$ cat src/rtl/alu_pkg.sv
// Shared definitions for the step-driven ALU: data width, opcodes and the
// sequencer FSM encoding.
package alu_pkg;

  localparam int DATA_W = 8;

  localparam logic [3:0] OP_NOP   = 4'h0;
  localparam logic [3:0] OP_LDI   = 4'h1;
  localparam logic [3:0] OP_STR   = 4'h2;
  localparam logic [3:0] OP_WRITE = 4'h3;
  localparam logic [3:0] OP_ADD   = 4'h4;
  localparam logic [3:0] OP_SUB   = 4'h5;
  localparam logic [3:0] OP_NOT   = 4'h6;
  localparam logic [3:0] OP_AND   = 4'h7;
  localparam logic [3:0] OP_OR    = 4'h8;
  localparam logic [3:0] OP_XOR   = 4'h9;

  typedef enum logic [1:0] {
    ST_IDLE  = 2'd0,
    ST_FETCH = 2'd1,
    ST_EXEC  = 2'd2,
    ST_WB    = 2'd3
  } state_t;

  // True for opcodes whose result lands in the accumulator and the flags.
  function automatic logic writes_acc(input logic [3:0] op);
    return (op == OP_LDI) || ((op >= OP_ADD) && (op <= OP_XOR));
  endfunction

endpackage

$ cat src/rtl/alu_step_sequencer_if.sv
// Board-side bundle: step switch and instruction switches in, LED outputs
// and the busy indicator out.
interface alu_step_sequencer_if;
  import alu_pkg::*;

  logic              STEP;
  logic [DATA_W-1:0] INSTR;
  logic [DATA_W-1:0] DOUT;
  logic              SIG1;
  logic              SIG2;
  logic              BUSY;

  // Switch board / stimulus side.
  modport master (output STEP, INSTR, input DOUT, SIG1, SIG2, BUSY);
  // Sequencer side.
  modport slave  (input STEP, INSTR, output DOUT, SIG1, SIG2, BUSY);
endinterface

$ cat src/rtl/alu_core.sv
// Purely combinational ALU shared by every operation of the sequencer.
// Opcodes that do not compute pass the A operand through with carry clear.
module alu_core
  import alu_pkg::*;
(
  input  logic [3:0]        op,
  input  logic [DATA_W-1:0] a,
  input  logic [DATA_W-1:0] b,
  output logic [DATA_W-1:0] y,
  output logic              c,
  output logic              z
);

  logic [DATA_W:0] w_sum;

  assign w_sum = {1'b0, a} + {1'b0, b};

  // Select the result and carry/borrow for the current opcode.
  always_comb begin
    // NOTE: defaults first so every path assigns y and c; otherwise a latch is inferred.
    y = a;
    c = 1'b0;
    case (op)
      OP_LDI: y = b;
      OP_ADD: {c, y} = w_sum;
      OP_SUB: begin
        y = a - b;
        c = (a < b);
      end
      OP_NOT: y = ~a;
      OP_AND: y = a & b;
      OP_OR:  y = a | b;
      OP_XOR: y = a ^ b;
      default: ;
    endcase
  end

  assign z = (y == '0);

endmodule

$ cat src/rtl/alu_step_sequencer.sv
// Single-step sequencer: synchronizes and debounces the step switch, then
// runs one FETCH/EXEC/WB pass per debounced press over the instruction on
// the data switches. Owns ACC, R[0..3], DOUT and the carry/zero flags.
module alu_step_sequencer
  import alu_pkg::*;
#(
  parameter int DEB_CYCLES = 4
) (
  input  logic                 CLK,
  input  logic                 RST,
  alu_step_sequencer_if.slave  bus
);

  localparam int CNT_W = $clog2(DEB_CYCLES + 1);

  logic [1:0]        r_sync;
  logic              r_deb;
  logic              r_deb_d;
  logic [CNT_W-1:0]  r_cnt;

  state_t            r_state;
  state_t            w_next;

  logic [DATA_W-1:0] r_ir;
  logic [DATA_W-1:0] r_acc;
  logic [DATA_W-1:0] r_regs [4];
  logic [DATA_W-1:0] r_dout;
  logic              r_c;
  logic              r_z;
  logic [DATA_W-1:0] r_res;
  logic              r_res_c;
  logic              r_res_z;

  logic              w_press;
  logic [3:0]        w_op;
  logic [1:0]        w_r;
  logic [DATA_W-1:0] w_b;
  logic [DATA_W-1:0] w_y;
  logic              w_c;
  logic              w_z;

  assign w_press = r_deb & ~r_deb_d;
  assign w_op    = r_ir[7:4];
  assign w_r     = r_ir[1:0];
  assign w_b     = (w_op == OP_LDI) ? {{(DATA_W-4){1'b0}}, r_ir[3:0]} : r_regs[w_r];

  // Synchronize STEP, accept a new level only after DEB_CYCLES stable mismatches.
  always_ff @(posedge CLK) begin
    // NOTE: sequential state uses <= so every flop samples pre-edge values.
    if (RST) begin
      r_sync  <= '0;
      r_deb   <= 1'b0;
      r_deb_d <= 1'b0;
      r_cnt   <= '0;
    end else begin
      r_sync  <= {r_sync[0], bus.STEP};
      r_deb_d <= r_deb;
      if (r_sync[1] != r_deb) begin
        if (r_cnt == CNT_W'(DEB_CYCLES - 1)) begin
          r_deb <= r_sync[1];
          r_cnt <= '0;
        end else begin
          r_cnt <= r_cnt + 1'b1;
        end
      end else begin
        r_cnt <= '0;
      end
    end
  end

  // FSM state register.
  always_ff @(posedge CLK) begin
    if (RST) r_state <= ST_IDLE;
    else     r_state <= w_next;
  end

  // Next state: presses outside IDLE fall through and are dropped.
  always_comb begin
    w_next = r_state;
    case (r_state)
      ST_IDLE:  if (w_press) w_next = ST_FETCH;
      ST_FETCH: w_next = ST_EXEC;
      ST_EXEC:  w_next = ST_WB;
      ST_WB:    w_next = ST_IDLE;
      default:  w_next = ST_IDLE;
    endcase
  end

  alu_core u_alu_core (
    .op (w_op),
    .a  (r_acc),
    .b  (w_b),
    .y  (w_y),
    .c  (w_c),
    .z  (w_z)
  );

  // Latch IR, register the ALU result, then commit architectural state in WB.
  always_ff @(posedge CLK) begin
    if (RST) begin
      // NOTE: the register file is reset explicitly because its contents are architecturally visible after reset.
      for (int i = 0; i < 4; i++) r_regs[i] <= '0;
      r_ir    <= '0;
      r_acc   <= '0;
      r_dout  <= '0;
      r_c     <= 1'b0;
      r_z     <= 1'b0;
      r_res   <= '0;
      r_res_c <= 1'b0;
      r_res_z <= 1'b0;
    end else begin
      case (r_state)
        ST_FETCH: r_ir <= bus.INSTR;
        ST_EXEC: begin
          r_res   <= w_y;
          r_res_c <= w_c;
          r_res_z <= w_z;
        end
        ST_WB: begin
          if (writes_acc(w_op)) begin
            r_acc <= r_res;
            r_c   <= r_res_c;
            r_z   <= r_res_z;
          end else if (w_op == OP_STR) begin
            r_regs[w_r] <= r_acc;
          end else if (w_op == OP_WRITE) begin
            r_dout <= r_acc;
          end
        end
        default: ;
      endcase
    end
  end

  assign bus.DOUT = r_dout;
  assign bus.SIG1 = r_c;
  assign bus.SIG2 = r_z;
  assign bus.BUSY = (r_state != ST_IDLE);

endmodule

$ cat src/flat_wrapper.sv
// flat-port wrapper written by rule: the top's interface ports become plain ports
module alu_step_sequencer_flat import alu_pkg::*;
#(
  parameter int DEB_CYCLES = 4
)
  (CLK, RST, bus_STEP, bus_INSTR, bus_DOUT, bus_SIG1, bus_SIG2, bus_BUSY);
  alu_step_sequencer_if bus_i ();
  input  logic CLK;
  input  logic RST;
  input wire logic [$bits(bus_i.STEP)-1:0] bus_STEP;
  input wire logic [$bits(bus_i.INSTR)-1:0] bus_INSTR;
  output wire logic [$bits(bus_i.DOUT)-1:0] bus_DOUT;
  output wire logic [$bits(bus_i.SIG1)-1:0] bus_SIG1;
  output wire logic [$bits(bus_i.SIG2)-1:0] bus_SIG2;
  output wire logic [$bits(bus_i.BUSY)-1:0] bus_BUSY;
  assign bus_i.STEP = bus_STEP;
  assign bus_i.INSTR = bus_INSTR;
  assign bus_DOUT = bus_i.DOUT;
  assign bus_SIG1 = bus_i.SIG1;
  assign bus_SIG2 = bus_i.SIG2;
  assign bus_BUSY = bus_i.BUSY;
  alu_step_sequencer #(.DEB_CYCLES(DEB_CYCLES)) u_core (.CLK(CLK), .RST(RST), .bus(bus_i));
endmodule
$ cat config.mk
export PLATFORM = sky130hd
export DESIGN_NAME = alu_step_sequencer_flat
export DESIGN_NICKNAME = d
export VERILOG_FILES = /design/src/rtl/alu_pkg.sv /design/src/rtl/alu_step_sequencer_if.sv /design/src/rtl/alu_core.sv /design/src/rtl/alu_step_sequencer.sv /design/src/flat_wrapper.sv
export SDC_FILE = /design/constraint.sdc
export NUM_CORES = 1
export LEC_CHECK = 0
export CAP_MARGIN = 15
export CORE_MARGIN = 1.5
export CORE_UTILIZATION = 50
export DETAILED_ROUTE_END_ITERATION = 12
export GPL_ROUTABILITY_DRIVEN = 0
export PLACE_DENSITY_LB_ADDON = 0.25
export SETUP_SLACK_MARGIN = 0.1
export SYNTH_ARGS = -nofsm -noshare
export SYNTH_HDL_FRONTEND = slang
export SYNTH_SLANG_ARGS = --single-unit
$ cat constraint.sdc
create_clock -name CLK -period 4.7 [get_ports CLK]
set_input_delay 0.94 -clock CLK [delete_from_list [all_inputs] [get_ports CLK]]
set_output_delay 0.94 -clock CLK [all_outputs]
set_load 0.005 [all_outputs]
# Yosys cells after proc, flatten, opt, wreduce, memory -nomap -nowiden
# Memories as Yosys holds them, arrays and structs flattened. A register that Yosys moved wholly into a read port is not among the register bits.
# Cells that the tools add are included.
[op_classes] eq_ne=15 order_cmp=3 add_sub_neg=3 n_reduce_logical=10 bitwise=9 mux=17
[op_table] cell="$pmux 8 s7" count=1
[op_table] cell="$eq 4x3->1 const B" count=4
[op_table] cell="$mux 8" count=2
[op_table] cell="$add 8x8->9" count=1
[op_table] cell="$and 8x8->8" count=1
[op_table] cell="$eq 4x2->1 const B" count=2
[op_table] cell="$eq 4x4->1 const B" count=2
[op_table] cell="$logic_not 8->1" count=1
[op_table] cell="$lt 8x8->1" count=1
[op_table] cell="$mux 1" count=8
[op_table] cell="$mux 2" count=4
[op_table] cell="$not 8->8" count=1
[op_table] cell="$or 8x8->8" count=1
[op_table] cell="$pmux 2 s4" count=1
[op_table] cell="$reduce_or 8->1" count=1
[op_table] cell="$sub 8x8->8" count=1
[op_table] cell="$xor 8x8->8" count=1
[op_table] cell="$eq 2x2->1 const B" count=2
[op_table] cell="$eq 4x1->1 const B" count=1
[op_table] cell="$ge 4x3->1 const B" count=1
[op_table] cell="$le 4x4->1 const B" count=1
[op_table] cell="$not 1->1" count=4
[op_table] cell="$reduce_and 2->1" count=2
[op_table] cell="$reduce_and 4->1" count=1
[op_table] cell="other kinds (12)" count=12
[word_totals] input_bits=11 ff_bits=45 mem_count=1 ramBits=32
[memory_table] name="u_core.r_regs" depth=4 width=8 rd=1 rd_clocked_by_memory_dff=1 wr=4 line_no="alu_step_sequencer.sv:26" rtl="logic [DATA_W-1:0] r_regs [4];"

# Depth between registers and ports, before layout
[logic_depth] depth_word=9 depth_mapped=14

# Hierarchy
# A second synthesis with hierarchy kept.
[unflattened] cells_unflattened=499 hier_area_um2=4870.9
[by_module_without_submodules] module="alu_step_sequencer" cells_each=270 n_inst=1 seq_area_each_um2=1901.8 area_per_inst_um2=3335.7
[by_module_without_submodules] module="alu_core" cells_each=229 n_inst=1 seq_area_each_um2=0.0 area_per_inst_um2=1535.2

# Worst setup path before layout
# No wires, ideal clock.
[synth_path] kind="reg-to-reg" startpoint="register with a tool-made name" endpoint="register u_core.r_res_z" path_slack_ps=1230 synth_period_minus_slack_ps=3470 setup_ps=69 required_ps=4631 t_arrival_ps=3401 stages_incl_launch_ff=15 cell_sequence="dfxtp_1 > clkbuf_1 > buf_1 > mux4_2 > mux2i_1 > inv_1 > ha_1 > fa_1 > o21bai_2 > a2111oi_2 > xor2_1 > a211o_1 > o32a_1 > nand4b_1 > o21ai_1"
[synth_rtl] element="to (signal assigned)" line_no="alu_step_sequencer.sv:117" rtl="r_res_z <= w_z;"
[synth_rtl] element="to (decl)" line_no="alu_step_sequencer.sv:32" rtl="logic r_res_z;"

# Final worst setup path
[layout_path] startpoint="register u_core.r_ir[7]" endpoint="register u_core.r_res_z"
[layout_between] elab_chain_cells=5 elab_cells_between_ends=15 classes_between="add/sub: 2; eq/ne: 7; mux: 2; bitwise: 3; reduce/logical: 1"
[layout_lines] element="from (decl)" line_no="alu_step_sequencer.sv:24" rtl="logic [DATA_W-1:0] r_ir;"
[layout_lines] element="from (signal assigned)" line_no="alu_step_sequencer.sv:113" rtl="ST_FETCH: r_ir <= bus.INSTR;"
[layout_lines] element="$eq 4x1->1" line_no="alu_core.sv:23, alu_step_sequencer.sv:45"
[layout_lines] element="$mux 8" line_no="alu_step_sequencer.sv:45" rtl="assign w_b = (w_op == OP_LDI) ? {{(DATA_W-4){1'b0}}, r_ir[3:0]} : r_regs[w_r];"
[layout_lines] element="$sub 8x8->8 (tied with other cells)" line_no="alu_core.sv:27" rtl="y = a - b;"
[layout_lines] element="$pmux 8 s7 (*)" line_no="alu_core.sv:23" rtl="case (op)"
[layout_lines] element="$logic_not 8->1 (*)" line_no="alu_core.sv:38" rtl="assign z = (y == '0);"
# Every way passes the cells marked *; elsewhere a longest branch is shown, timed or not.
# A chain may end at the register's enable or synchronous reset.

==> flow_summary_export.csv <==
group,metric,value,unit
die,core,9240,um2
yosys,synthMuxAreaShare,0.107,
grt,gr-total-overflow,0,
timing,skew,17.3,ps
timing,setup_tns,0,ps
yosys,syn-cell-area,4750,um2
clocking,cts_sinks,79,
yosys,synth-edff-count,32,
place,dp.cells,616,
die,die_h,101,um
clocking,clk_latency,350,ps
die,io_pins,22,
routing,via_per_inst,5.76,
grt,grt_pass1_vias,3487,
routing,routed_wl,11300,um
power,p_leak,2.02,nW
yosys,syn-num-nets,535,
cells_and_area,area_growth,10.2,%
routing,drtIter0Drc,382,
routing,antenna_left,0,
cells_and_area,diodes,0,
yosys,netlist_instances,489,
hold_path,hold_path.class,"flip-flop to flip-flop",
clocking,ctsHtreeMaxLevel,3,
worst_setup_path,critPathMaxFanout,23,
timing,timing.fmax,0.250,GHz
worst_setup_path,path_class,"flip-flop to flip-flop",
cells_and_area,final_net_count,544,
yosys,synth_fa_ha_area_frac,0.0953,
cells_and_area,drive_above_1_share,0.0835,
clocking,cts_buffer_depth,2,
power,ir_drop,0.380,mV
routing,vias,3639,
flow_run,cap_violations,0,
yosys,synth_xor_area_frac,0.00553,
yosys,ys_seq_area_frac,0.400,
timing,timing.hold.ws,434,ps
clocking,hold_buffers,0,
worst_setup_path,crit_arrival,4290,ps
yosys,synth_top_family_by_area,"simple AND/OR/NAND/NOR gates",
power,cellPowerDensity,403,nW/um2
timing,finalSetupViolations,0,
worst_setup_path,worstPathRequired,4980,ps
timing,period_share,0.852,
timing,tightest_slew,734,ps
yosys,synthArstFlopShare,0,
place,hpwl,7920,um
grt,grt_use_total,0.240,
grt,grt_start_max_net_pins,45,
routing,drc,0,
timing,finalWorstSetupSlack,696,ps
clocking,cts_root_buffer,"clkbuf_8",
die,die_w,101,um
timing,drv_slew,0,
grt,grt_pass1_wl,18300,um
timing,rsz0062_at_grt,"no",
cells_and_area,design_area,5240,um2
yosys,synth_simple_gate_area_share,0.187,
clocking,cts.repair.resized,0,
yosys,yosysWarningCount,0,
timing,slew_headroom,0.507,
place,placed_cell_area,5020,um2
clocking,cts_tree,"built",
clocking,clk_pin_slew,90,ps
yosys,syn_avg_cell_area,9.72,um2
yosys,yosys_register_bits,79,
die,core.rowCount,35,
place,io_buffers,21,
power,finalPower,2.11,mW
grt,antenna_found_initial,0,
die,initial_utilization,0.514,
worst_setup_path,cp-start-kind,"flip-flop",
yosys,yosys_most_used_dff,"dfxtp_1",
cells_and_area,final_util,0.567,
timing,post-route-min-period,4000,ps
clocking,numCtsBuffers,9,
clocking,post-cts-setup-buffers,0,
yosys,synth.distinct_cells,69,
yosys,synth-compound-area-share,0.149,
worst_setup_path,critPathCaptureType,"flip-flop",
die,dieArea,10100,um2
routing,firstDrtPassIters,5,
place,dpl_worst_slack,778,ps
routing,avgRoutedWirePerCell,17.8,um
cells_and_area,stdcell_count,632,
status,status,"finished clean",
timing,finalHoldViolCount,0,
-- placed cells by master, fill, tap and decap left out, types with 6 or more instances in the layout --
master / netlist / routed
and2_1: 35 / 35
dfxtp_1: 47 / 47
nor2_1: 55 / 55
edfxtp_1: 32 / 32
mux2i_1: 43 / 43
nor2b_1: 11 / 11
a21oi_1: 18 / 18
buf_4: 3 / 6
clkdlybuf4s50_1: 0 / 21
nand2_1: 19 / 19
inv_1: 31 / 31
clkbuf_8: 0 / 9
or3_1: 6 / 6
a211oi_1: 9 / 9
ha_1: 33 / 33
a211o_1: 7 / 7
o21ai_0: 11 / 11
-- critical path, cell delays in order, from the launching register on --
cell and delay (ps):
dfxtp_1 540, nand2b_1 340, nor3_2 560, mux2i_1 440, inv_1 170, fa_1 450
o21bai_2 180, a2111oi_2 120, xor2_1 160, a211o_1 310, o32a_1 360, nand4b_1 180
o21ai_1 130
-- logic make-up after synthesis --
family | Yosys count
AOI/OAI and AO/OA | 97
xor gates and xnor gates | 3
adders and majority gates | 35
buffers and inverters | 61
DFF | 79
muxes | 47
and+or+nand+nor | 167
-- final cells by class --
type                            count  area, um2
Fill cell                         812       4000
Multi-Input combinational cell    349       2580
Sequential cell                    79       1900
Timing Repair Buffer               27        255
Tap cell                          129        161
Clock buffer                       11        153
Inverter                           32        120
Clock inverter                      5       60.1
-- state kept, by name, indices dropped and copies added, names as in the netlist, named ones only --
signal / cells
u_core.r_deb: 1
u_core.r_res_z: 1
u_core.r_cnt: 3
u_core.r_ir: 8
u_core.r_res: 8
u_core.r_deb_d: 1
u_core.r_regs: 32
u_core.r_acc: 8
u_core.r_res_c: 1
u_core.bus.DOUT: 8
u_core.bus.SIG2: 1
u_core.r_sync: 2
u_core.r_state: 2
u_core.bus.SIG1: 1
-- per-layer routing --
metal  vias to the layer above  wire (um)  share of wire  global-route usage
met5                         -          0              0                   0
met3                        13        867          0.077              0.0659
li1                       1764          -              -                   -
met4                         0        191          0.017              0.0693
met2                       141       5120           0.45               0.366
met1                      1721       5090           0.45               0.334
-- cells in the mapped netlist, types with 6 or more instances --
cell type,number,area share
a211o_1,7,0.013
a211oi_1,9,0.014
a21oi_1,18,0.019
and2_1,35,0.046
buf_2,9,0.0095
clkbuf_1,14,0.011
dfxtp_1,47,0.20
edfxtp_1,32,0.20
ha_1,33,0.087
inv_1,31,0.024
mux2i_1,43,0.091
nand2_1,19,0.015
nor2_1,55,0.043
nor2b_1,11,0.014
o21ai_0,11,0.012
or3_1,6,0.0079
-- path summary, 6_finish.rpt --
check / start / slack [ps] / to / cells past startpoint
min reg2reg: u_core.r_cnt[0]$_SDFF_PP0_ / 430 / u_core.r_cnt[0]$_SDFF_PP0_ / 1
min: u_core.r_cnt[0]$_SDFF_PP0_ / 430 / u_core.r_cnt[0]$_SDFF_PP0_ / 1
max: u_core.r_ir[7]$_SDFFE_PP0N_ / 700 / u_core.r_res_z$_SDFFE_PP0P_ / 12
max reg2reg: u_core.r_ir[7]$_SDFFE_PP0N_ / 700 / u_core.r_res_z$_SDFFE_PP0P_ / 12
-- report_power, final --
part           total, mW  internal [mW]  leakage, nW  switching, mW
clock              0.537          0.283        0.110          0.255
combinational      0.750          0.305         1.20          0.445
sequential         0.820          0.753        0.710         0.0678
Power figures use the tool's default switching activity.
